--- src/rtl/al_pad_ctrl_pkg.sv ---
// Shared encodings for the half-duplex pad controller: FSM states and
// arbiter grant identifiers.
package al_pad_ctrl_pkg;

  // Controller FSM states
  typedef enum logic [1:0] {
    IDLE   = 2'd0,
    DRIVE  = 2'd1,
    SAMPLE = 2'd2,
    TURN   = 2'd3
  } state_e;

  // Identity of the requester that last won arbitration
  typedef enum logic {
    GNT_WR = 1'b0,
    GNT_RD = 1'b1
  } gnt_e;

endpackage

--- src/rtl/al_pad_rr_arb2.sv ---
// Two-requester round-robin arbiter (write side vs read side).
// Grants are combinational and only offered while en is high; the
// requesters hold their request until granted, so a grant is a handshake
// and last_grant is updated on every grant.
module al_pad_rr_arb2
  import al_pad_ctrl_pkg::*;
(
  input  logic clk,
  input  logic rst_n,
  input  logic en,
  input  logic req_wr,
  input  logic req_rd,
  output logic gnt_wr,
  output logic gnt_rd
);

  gnt_e last_grant_q;
  gnt_e last_grant_d;

  // Grant decision: a lone requester wins, a contest goes to the side
  // that did not win last time
  always_comb begin
    gnt_wr = 1'b0;
    gnt_rd = 1'b0;
    if (en) begin
      if (req_wr && (!req_rd || (last_grant_q == GNT_RD))) begin
        gnt_wr = 1'b1;
      end else if (req_rd) begin
        gnt_rd = 1'b1;
      end
    end
  end

  // Remember the winner of every grant
  always_comb begin
    last_grant_d = last_grant_q;
    if (gnt_wr) begin
      last_grant_d = GNT_WR;
    end else if (gnt_rd) begin
      last_grant_d = GNT_RD;
    end
  end

  // last_grant register; reset to READ so the first contest goes to write
  always_ff @(posedge clk or negedge rst_n) begin
    if (!rst_n) begin
      last_grant_q <= GNT_RD;
    end else begin
      last_grant_q <= last_grant_d;
    end
  end

endmodule

--- src/rtl/al_pad_bidir_ctrl.sv ---
// Half-duplex controller sharing one bidirectional pad between a write
// requester and a read requester. Words move MSB-first, one bit per
// BIT_DIV clocks, followed by a tri-stated turnaround of TURN_CYC cycles.
// All outputs except wr_ready/rd_ack come straight from flops, computed
// from the next-state values so they change together with the state.
module al_pad_bidir_ctrl
  import al_pad_ctrl_pkg::*;
#(
  parameter int DATA_W   = 8,
  parameter int BIT_DIV  = 4,
  parameter int TURN_CYC = 2
) (
  input  logic              clk,
  input  logic              rst_n,
  input  logic              wr_valid,
  input  logic [DATA_W-1:0] wr_data,
  output logic              wr_ready,
  input  logic              rd_req,
  output logic              rd_ack,
  output logic              rd_valid,
  output logic [DATA_W-1:0] rd_data,
  output logic              busy,
  output logic              pad_otrue,
  output logic              pad_ts,
  input  logic              pad_di
);

  localparam int DIV_W  = $clog2(BIT_DIV);
  localparam int BIT_W  = $clog2(DATA_W);
  localparam int TURN_W = $clog2(TURN_CYC + 1);

  localparam logic [DIV_W-1:0]  DIV_LAST  = DIV_W'(BIT_DIV - 1);
  localparam logic [DIV_W-1:0]  DIV_MID   = DIV_W'(BIT_DIV / 2);
  localparam logic [DIV_W-1:0]  DIV_ONE   = DIV_W'(1);
  localparam logic [BIT_W-1:0]  BIT_LAST  = BIT_W'(DATA_W - 1);
  localparam logic [BIT_W-1:0]  BIT_ONE   = BIT_W'(1);
  localparam logic [TURN_W-1:0] TURN_LAST = TURN_W'(TURN_CYC - 1);
  localparam logic [TURN_W-1:0] TURN_ONE  = TURN_W'(1);

  state_e              state_q,     state_d;
  logic [DIV_W-1:0]    div_cnt_q,   div_cnt_d;
  logic [BIT_W-1:0]    bit_cnt_q,   bit_cnt_d;
  logic [TURN_W-1:0]   turn_cnt_q,  turn_cnt_d;
  logic [DATA_W-1:0]   tx_shift_q,  tx_shift_d;
  logic [DATA_W-1:0]   rx_shift_q,  rx_shift_d;
  logic [DATA_W-1:0]   rd_data_q,   rd_data_d;
  logic                rd_valid_q,  rd_valid_d;
  logic                busy_q,      busy_d;
  logic                pad_ts_q,    pad_ts_d;
  logic                pad_otrue_q, pad_otrue_d;

  logic arb_en;
  logic gnt_wr;
  logic gnt_rd;
  logic div_wrap;
  logic last_bit;

  // Arbitration is only meaningful while the pin is free
  assign arb_en = (state_q == IDLE);

  al_pad_rr_arb2 u_arb (
    .clk    (clk),
    .rst_n  (rst_n),
    .en     (arb_en),
    .req_wr (wr_valid),
    .req_rd (rd_req),
    .gnt_wr (gnt_wr),
    .gnt_rd (gnt_rd)
  );

  assign wr_ready = gnt_wr;
  assign rd_ack   = gnt_rd;

  assign div_wrap = (div_cnt_q == DIV_LAST);
  assign last_bit = (bit_cnt_q == '0);

  // State register plus all datapath and output flops
  always_ff @(posedge clk or negedge rst_n) begin
    if (!rst_n) begin
      state_q     <= IDLE;
      div_cnt_q   <= '0;
      bit_cnt_q   <= '0;
      turn_cnt_q  <= '0;
      tx_shift_q  <= '0;
      rx_shift_q  <= '0;
      rd_data_q   <= '0;
      rd_valid_q  <= 1'b0;
      busy_q      <= 1'b0;
      pad_ts_q    <= 1'b1;
      pad_otrue_q <= 1'b0;
    end else begin
      state_q     <= state_d;
      div_cnt_q   <= div_cnt_d;
      bit_cnt_q   <= bit_cnt_d;
      turn_cnt_q  <= turn_cnt_d;
      tx_shift_q  <= tx_shift_d;
      rx_shift_q  <= rx_shift_d;
      rd_data_q   <= rd_data_d;
      rd_valid_q  <= rd_valid_d;
      busy_q      <= busy_d;
      pad_ts_q    <= pad_ts_d;
      pad_otrue_q <= pad_otrue_d;
    end
  end

  // Next-state logic: handshake leaves IDLE, last bit wrap enters TURN,
  // turnaround expiry returns to IDLE
  always_comb begin
    state_d = state_q;
    case (state_q)
      IDLE: begin
        if (gnt_wr) begin
          state_d = DRIVE;
        end else if (gnt_rd) begin
          state_d = SAMPLE;
        end
      end
      DRIVE, SAMPLE: begin
        if (div_wrap && last_bit) begin
          state_d = TURN;
        end
      end
      TURN: begin
        if (turn_cnt_q == TURN_LAST) begin
          state_d = IDLE;
        end
      end
      default: state_d = IDLE;
    endcase
  end

  // Counters and shift registers; the receive register samples mid-bit
  // and is copied to rd_data at the last bit's divider wrap
  always_comb begin
    div_cnt_d  = div_cnt_q;
    bit_cnt_d  = bit_cnt_q;
    turn_cnt_d = turn_cnt_q;
    tx_shift_d = tx_shift_q;
    rx_shift_d = rx_shift_q;
    rd_data_d  = rd_data_q;
    case (state_q)
      IDLE: begin
        div_cnt_d  = '0;
        bit_cnt_d  = BIT_LAST;
        turn_cnt_d = '0;
        if (gnt_wr) begin
          tx_shift_d = wr_data;
        end
        if (gnt_rd) begin
          rx_shift_d = '0;
        end
      end
      DRIVE: begin
        if (div_wrap) begin
          div_cnt_d  = '0;
          tx_shift_d = {tx_shift_q[DATA_W-2:0], 1'b0};
          if (!last_bit) begin
            bit_cnt_d = bit_cnt_q - BIT_ONE;
          end
        end else begin
          div_cnt_d = div_cnt_q + DIV_ONE;
        end
      end
      SAMPLE: begin
        if (div_cnt_q == DIV_MID) begin
          rx_shift_d = {rx_shift_q[DATA_W-2:0], pad_di};
        end
        if (div_wrap) begin
          div_cnt_d = '0;
          if (last_bit) begin
            rd_data_d = rx_shift_d;
          end else begin
            bit_cnt_d = bit_cnt_q - BIT_ONE;
          end
        end else begin
          div_cnt_d = div_cnt_q + DIV_ONE;
        end
      end
      TURN: begin
        if (turn_cnt_q == TURN_LAST) begin
          turn_cnt_d = '0;
        end else begin
          turn_cnt_d = turn_cnt_q + TURN_ONE;
        end
      end
      default: begin
        div_cnt_d = '0;
      end
    endcase
  end

  // Registered outputs derived from the upcoming state: the pin is only
  // driven while the controller will be in DRIVE
  always_comb begin
    pad_ts_d    = (state_d != DRIVE);
    pad_otrue_d = (state_d == DRIVE) ? tx_shift_d[DATA_W-1] : 1'b0;
    rd_valid_d  = (state_q == SAMPLE) && (state_d == TURN);
    busy_d      = (state_d != IDLE);
  end

  assign rd_valid  = rd_valid_q;
  assign rd_data   = rd_data_q;
  assign busy      = busy_q;
  assign pad_ts    = pad_ts_q;
  assign pad_otrue = pad_otrue_q;

endmodule

--- config.mk ---
export PLATFORM = sky130hd
export DESIGN_NAME = al_pad_bidir_ctrl
export DESIGN_NICKNAME = d
export VERILOG_FILES = /design/src/rtl/al_pad_ctrl_pkg.sv /design/src/rtl/al_pad_rr_arb2.sv /design/src/rtl/al_pad_bidir_ctrl.sv
export SDC_FILE = /design/constraint.sdc
export NUM_CORES = 1
export LEC_CHECK = 0
export CORE_MARGIN = 2
export CORE_UTILIZATION = 40
export DETAILED_ROUTE_END_ITERATION = 8
export GPL_TIMING_DRIVEN = 0
export PLACE_DENSITY = 0.7
export SETUP_SLACK_MARGIN = 0.3
export SYNTH_ARGS = -nofsm -noshare
export SYNTH_HDL_FRONTEND = slang
export SYNTH_SLANG_ARGS = --single-unit
--- constraint.sdc ---
create_clock -name clk -period 1.6 [get_ports clk]
set_clock_uncertainty 0.15 [all_clocks]
set_input_delay 0.16 -clock clk [delete_from_list [all_inputs] [get_ports clk]]
set_output_delay 0.16 -clock clk [all_outputs]
set_load 0.1 [all_outputs]
==> reports/results.ini, run 1 <==
[die]
rows = 24
io_pins = 27
die-area_um2 = 5280
die_x_um = 72.7
coreArea_um2 = 4440
initial_core_util_pct = 42.4
fp.dieH_um = 72.7

[logic_synthesis]
seq_area_frac_synth_pct = 50.6
synthDistinctLibCells = 40
synth_area_leaders = dfrtp_1 (48%), ha_1 (6.0%), a22oi_1 (5.6%)
synth_largest_area_cell = dfrtp_1
synth_flop_cell = dfrtp_1
ys_ff_latch = 38
synth_most_common_cell = dfrtp_1
synth_edf_count = 0
synth_nets = 209
synth_area_um2 = 1890
synthCells = 187
ys_warn_count = 0
syn_avg_cell_area_um2 = 10.1
synthArstFlopShare_pct = 100
synth_common_cells = dfrtp_1 (36), o21ai_0 (18), a21oi_1 (14), a22oi_1 (14), nand2_1 (14)
synth_top_area_share_pct = 47.8

[sta]
fmaxAchievable_mhz = 537
min_period_ps = 1860
worst_slack_ps = -263
report.final.slew_viol_count = 0
max_slew_margin_pct = 43.2
hold_ws_ps = -182
fin_crit_sh_pct = 116
setup_viol = 32
worstMarginPinSlew_ps = 852
rsz0062_at_grt = true
finalHoldViolations = 36
fin_setup_tns_ps = -4010

[clock_network]
cts_max_level = 2
clk_latency_ps = 300
cts_inserted_buffers = 5
cts_tree = done
cts_root_buffer = clkbuf_8
path_clk_slew_ps = 70
clockBufferDepth = 2
cts_num_sinks = 38

[setup_path]
start_kind = flop
crit_path_cell_trace = inv_2 > ha_4 > inv_4 > a21oi_4 > nand2_4 > inv_12 > buf_16
critPathKind = reg -> out
cpPeakStageDelay_ps = 430
cp_top_family = flip-flops
crit_required_ps = 1290
critPathMaxFanout = 3
worst_setup_path_end_kind = primary output
worst_ep_arrival_time_ps = 1550
rrSetupSlack_ps = -230
cp_slowest_cell = dfrtp_2
timing.rr.end = busy
path_buf_inv = 4
reg2reg_from = state_q[1]
r2r_cells = 8

[status]
violations = hold timing, setup timing
status = complete, but fails checks

[detailed_routing]
drc = 0
ant_nets = 0
first_pass_iters = 5
viasPerCell = 5.39
wirelength_um = 5320
drtIter0Drc = 114
avgRoutedWirePerCell_um = 16.8
vias = 1708

[grt]
grt_pass1_vias = 1749
grt_max_degree = 39
antenna_found_initial = 0
grt_pass1_wl_um = 7990
gr-usage-all-layers_pct = 19.8
overflow = 0

[pwr]
peakVddDrop_mv = 0.883
p_leak_nw = 1.37
power_density_nw_per_um2 = 1840

[finish]
antenna-diode-count = 0
drive_above_1_share_pct = 55.8
design_area_um2 = 3120
area_delta_synth_final_pct = 65.4
nets = 286

[placed_design]
gp_congestion = 0.756
port-buffer-count = 26
dp.final_hpwl_um = 2620
placed_area_um2 = 2320

[run]
drv_cap = 0

[hold_path]
worstHoldPathType = in -> async

kinds of logic (layout without fill, tap and decap cells):
| family | after synthesis | in the layout | synth area share, % |
|---|---|---|---|
| simple gates | 52 | 52 | 14.5 |
| flops | 38 | 38 | 50.6 |
| buf+inv | 20 | 98 | 4.98 |
| compound gates | 65 | 65 | 22.4 |
| mux | 3 | 3 | 1.66 |
| fa+ha+maj | 9 | 9 | 5.97 |
layout make-up:
| class | count | area (um2) |
|---|---|---|
| Multi-Input combinational cell | 129 | 1180 |
| Fill cell | 309 | 1330 |
| Inverter | 9 | 48.8 |
| Buffer | 11 | 144 |
| Timing Repair Buffer | 70 | 648 |
| Sequential cell | 38 | 955 |
| Clock inverter | 2 | 10.0 |
| Tap cell | 52 | 65.1 |
| Clock buffer | 6 | 72.6 |
layout by cell type, fill, tap and decap left out, types with 3 or more instances in the layout:
| cell type | n |
|---|---|
| a21o_1 | 3 |
| a21oi_1 | 6 |
| a21oi_2 | 7 |
| a21oi_4 | 3 |
| a22oi_1 | 4 |
| a22oi_2 | 10 |
| buf_4 | 42 |
| buf_6 | 17 |
| buf_8 | 5 |
| clkbuf_8 | 7 |
| clkdlybuf4s50_1 | 11 |
| dfrtp_1 | 35 |
| ha_4 | 5 |
| inv_1 | 3 |
| inv_2 | 4 |
| nand2_1 | 6 |
| nand2_2 | 7 |
| nand2b_4 | 4 |
| nand3_1 | 6 |
| nor2_1 | 3 |
| nor2_4 | 4 |
| nor2b_1 | 8 |
| o21ai_1 | 14 |
| o21ai_2 | 6 |
where the power goes:
group | switching (mW) | internal, mW
Clock | 0.356 | 0.302
Combinational | 1.90 | 1.71
Sequential | 0.229 | 1.25
Total | 2.49 | 3.27
through the flow:
stage	setup WS [ps]	std cells	total power, mW	hold slack [ps]	util (%)
3_3_place_gp	-1140	265	3.46	311	52.4
4_1_cts	-189	306	5.08	-148	64.9
6_report	-263	317	5.75	-182	70.2
3_5_place_dp	-1150	265	3.50	168	52.3
2_1_floorplan	-215	187	3.06	-286	-
5_1_grt	-322	317	6.05	-123	70.2
timing repair:
action,CTS,global route
hold endpoints to repair,36,36
resized for setup,162,37
gates cloned,3,0
buffers inserted,30,11
endpoints found under the setup margin,51,43
pin swaps,15,13
flip-flops by register name, indices dropped and copies added (netlist names):
| register | flops |
|---|---|
| rx_shift_q | 8 |
| bit_cnt_q | 3 |
| busy | 1 |
| tx_shift_q | 8 |
| rd_valid | 1 |
| turn_cnt_q | 2 |
| rd_data | 8 |
| state_q | 2 |
| pad_otrue | 1 |
| pad_ts | 1 |
| u_arb.last_grant_q | 1 |
| div_cnt_q | 2 |
metal layers:
metal	wire, um	track usage, %	vias up
met5	0	0	-
met4	135	9.67	0
met3	200	4.42	12
met2	2670	32.7	50
met1	2310	24.6	833
li1	-	-	813
how the worst max path moves through the flow:
stage,slack [ps],startpoint,end,cells past startpoint
floorplan,-220,state_q[1],rx_shift_q[5],9
global placement,-1140,rd_req,rd_ack,6
detailed placement,-1150,rd_req,rd_ack,6
CTS,-190,state_q[0],rd_ack,7
global route,-320,state_q[1],rd_ack,7
finish,-260,state_q[1],rd_ack,7
Note: power is estimated with default switching activity, not from simulation.
==> run 2, diff against run 1 <==
Settings changed: CELL_PAD_IN_SITES_DETAIL_PLACEMENT from default to 1, CELL_PAD_IN_SITES_GLOBAL_PLACEMENT from default to 1, PLACE_DENSITY 0.7 to 0.82.
Clock period 1.6 ns to 1.8 ns, I/O delays scaled along.
==> reports/results.ini, run 2 (synthesized netlist as in run 1, its figures left out) <==
[die]
initial_core_util_pct = 42.4  ; unchanged
fp.dieH_um = 72.7  ; unchanged
die-area_um2 = 5280  ; unchanged
rows = 24  ; unchanged
io_pins = 27  ; unchanged
coreArea_um2 = 4440  ; unchanged
die_x_um = 72.7  ; unchanged

[finish]
layout_commonest_cell = buf_4  ; unchanged
area_delta_synth_final_pct = 71.3  ; was 65.4%
fill_cells = 425  ; was 309
antenna-diode-count = 0  ; unchanged
nets = 294  ; was 286
final_core_util_pct = 72.7  ; was 70.2%
multi_input_area_um2 = 1260  ; was 1180 um2
layout_common_cells = buf_4 (37), dfrtp_1 (34), buf_6 (21)  ; was buf_4 (42), dfrtp_1 (35), buf_6 (17)
drive_above_1_share_pct = 61.2  ; was 55.8%
seqCellArea_um2 = 956  ; was 955 um2

[placed_design]
port-buffer-count = 26  ; unchanged
gp_congestion = 0.812  ; was 0.756
dp.final_hpwl_um = 3460  ; was 2620 um

[sta]
worstMarginPinSlew_ps = 915  ; was 852 ps
finalHoldViolations = 0  ; was 36
min_period_ps = 1980
rsz0062_at_grt = true  ; unchanged
worst_slack_ps = -176  ; was -263 ps
report.final.slew_viol_count = 0  ; unchanged
fin_crit_sh_pct = 110
fmaxAchievable_mhz = 506
setup_viol = 22  ; was 32
max_slew_margin_pct = 39.0  ; was 43.2%

[grt]
grt_pass1_vias = 2055  ; was 1749
overflow = 0  ; unchanged
busiest_layer = met2  ; unchanged
grt_pass1_wl_um = 11200  ; was 7990 um
grt_max_degree = 39  ; unchanged
grt_use_met3_pct = 3.87  ; was 4.42%
gr-usage-all-layers_pct = 28.6  ; was 19.8%
met2_usage_pct = 52.9  ; was 32.7%
antenna_found_initial = 0  ; unchanged
use_met1_pct = 33.8  ; was 24.6%

[setup_path]
critPathKind = reg -> reg  ; was reg -> out
r2r_cells = 7  ; was 8
start_kind = flop  ; unchanged
worst_ep_arrival_time_ps = 2010  ; was 1550 ps
crit_required_ps = 1840  ; was 1290 ps
worst_setup_path_end_kind = flop  ; was primary output
critPathMaxFanout = 5  ; was 3

[hold_path]
worstHoldPathType = in -> reg  ; was in -> async
hold_depth = 3

[pwr]
power_density_nw_per_um2 = 1750  ; was 1840 nW/um2
p_leak_nw = 1.41  ; was 1.37 nW
peakVddDrop_mv = 1.23  ; was 0.883 mV
internal-power_mw = 3.05  ; was 3.27 mW
p_seq_share_pct = 24.4  ; was 25.7%
p_comb_share_pct = 64.0  ; was 62.8%
p_switching_mw = 2.59  ; was 2.49 mW
sw_frac_of_total_pct = 45.9  ; was 43.2%
finalPower_mw = 5.64  ; was 5.75 mW
clkPwrFrac_pct = 11.6  ; was 11.4%

[detailed_routing]
vias = 1914  ; was 1708
avgRoutedWirePerCell_um = 26.6  ; was 16.8 um
viasPerCell = 5.89  ; was 5.39
drtIter0Drc = 125  ; was 114
wirelength_um = 8630  ; was 5320 um
drc = 0  ; unchanged
first_pass_iters = 4  ; was 5
ant_nets = 0  ; unchanged

[clock_network]
clockBufferDepth = 2  ; unchanged
path_clk_slew_ps = 90  ; was 70 ps
cts_tree = done  ; unchanged
cts_inserted_buffers = 5  ; unchanged
cts_max_level = 2  ; unchanged
clk_latency_ps = 300  ; about the same
cts_root_buffer = clkbuf_8  ; unchanged
cts_num_sinks = 38  ; unchanged

[run]
drv_cap = 0  ; unchanged

[status]
violations = setup timing  ; was hold timing, setup timing
status = complete, but fails checks  ; unchanged

==> run 2: what timing repair did <==
action,4_1_cts,5_1_grt
setup buffers,32,16
gates resized for setup,143,72
gates cloned,3,0
setup endpoints to repair,49,41
hold endpoints to repair,36,0
hold buffers,1,0
pin swaps,15,20
==> run 2: worst paths after layout <==
| kind | startpoint | to | slack [ps] |
|---|---|---|---|
| worst min register to register | turn_cnt_q[1] | turn_cnt_q[1] | 360 |
| worst max register to register | state_q[0] | busy | -180 |
| max in group asynchronous | rst_n | state_q[1] | 430 |
| worst min-delay path | wr_data[0] | tx_shift_q[0] | 350 |
| worst max-delay path | state_q[0] | busy | -180 |
| min in group asynchronous | rst_n | tx_shift_q[7] | 430 |
==> run 2: worst max-delay path, cell delays in order, from the launching register on <==
cell and delay [ps]:
dfrtp_2 460, inv_2 100, ha_4 210, buf_6 130, a21o_1 190, a32oi_2 260
o2bb2ai_4 130, or2_1 230
==> run 2: routing by layer <==
layer / up-vias / wire length (um)
met2: 85 / 4580
met5: - / 0
li1: 829 / -
met4: 0 / 310
met1: 978 / 3300
met3: 22 / 435
==> run 2: through the flow <==
stage               setup TNS [ps]  setup slack [ps]  instance area, um2  hold WS, ps  std cells
floorplan                    -30.1             -15.0                1980         -266        187
global placement            -20200              -957                2300          309        265
detailed placement           -5020              -970                2300          188        265
CTS                          -66.0             -39.3                2910          338        309
global route                 -2890              -235                3230          340        325
finish                       -1770              -176                3230          352        325
==> run 2: power by group through the flow <==
stage               clock network [mW]  logic (mW)  registers, mW
floorplan                            0        1.16           1.53
global placement                     0        1.76           1.27
detailed placement                   0        1.86           1.30
CTS                              0.614        2.79           1.30
global route                     0.680        3.78           1.39
finish                           0.655        3.61           1.38
==> run 2: cell type report <==
class / count / area share, %
multi-input combinational: 129 / 39.0
sequential: 38 / 29.6
timing repair buffer: 78 / 21.1
buffer: 11 / 3.95
clock buffer: 7 / 2.67
tap: 52 / 2.01
inverter: 9 / 1.51
clock inverter: 1 / 0.155
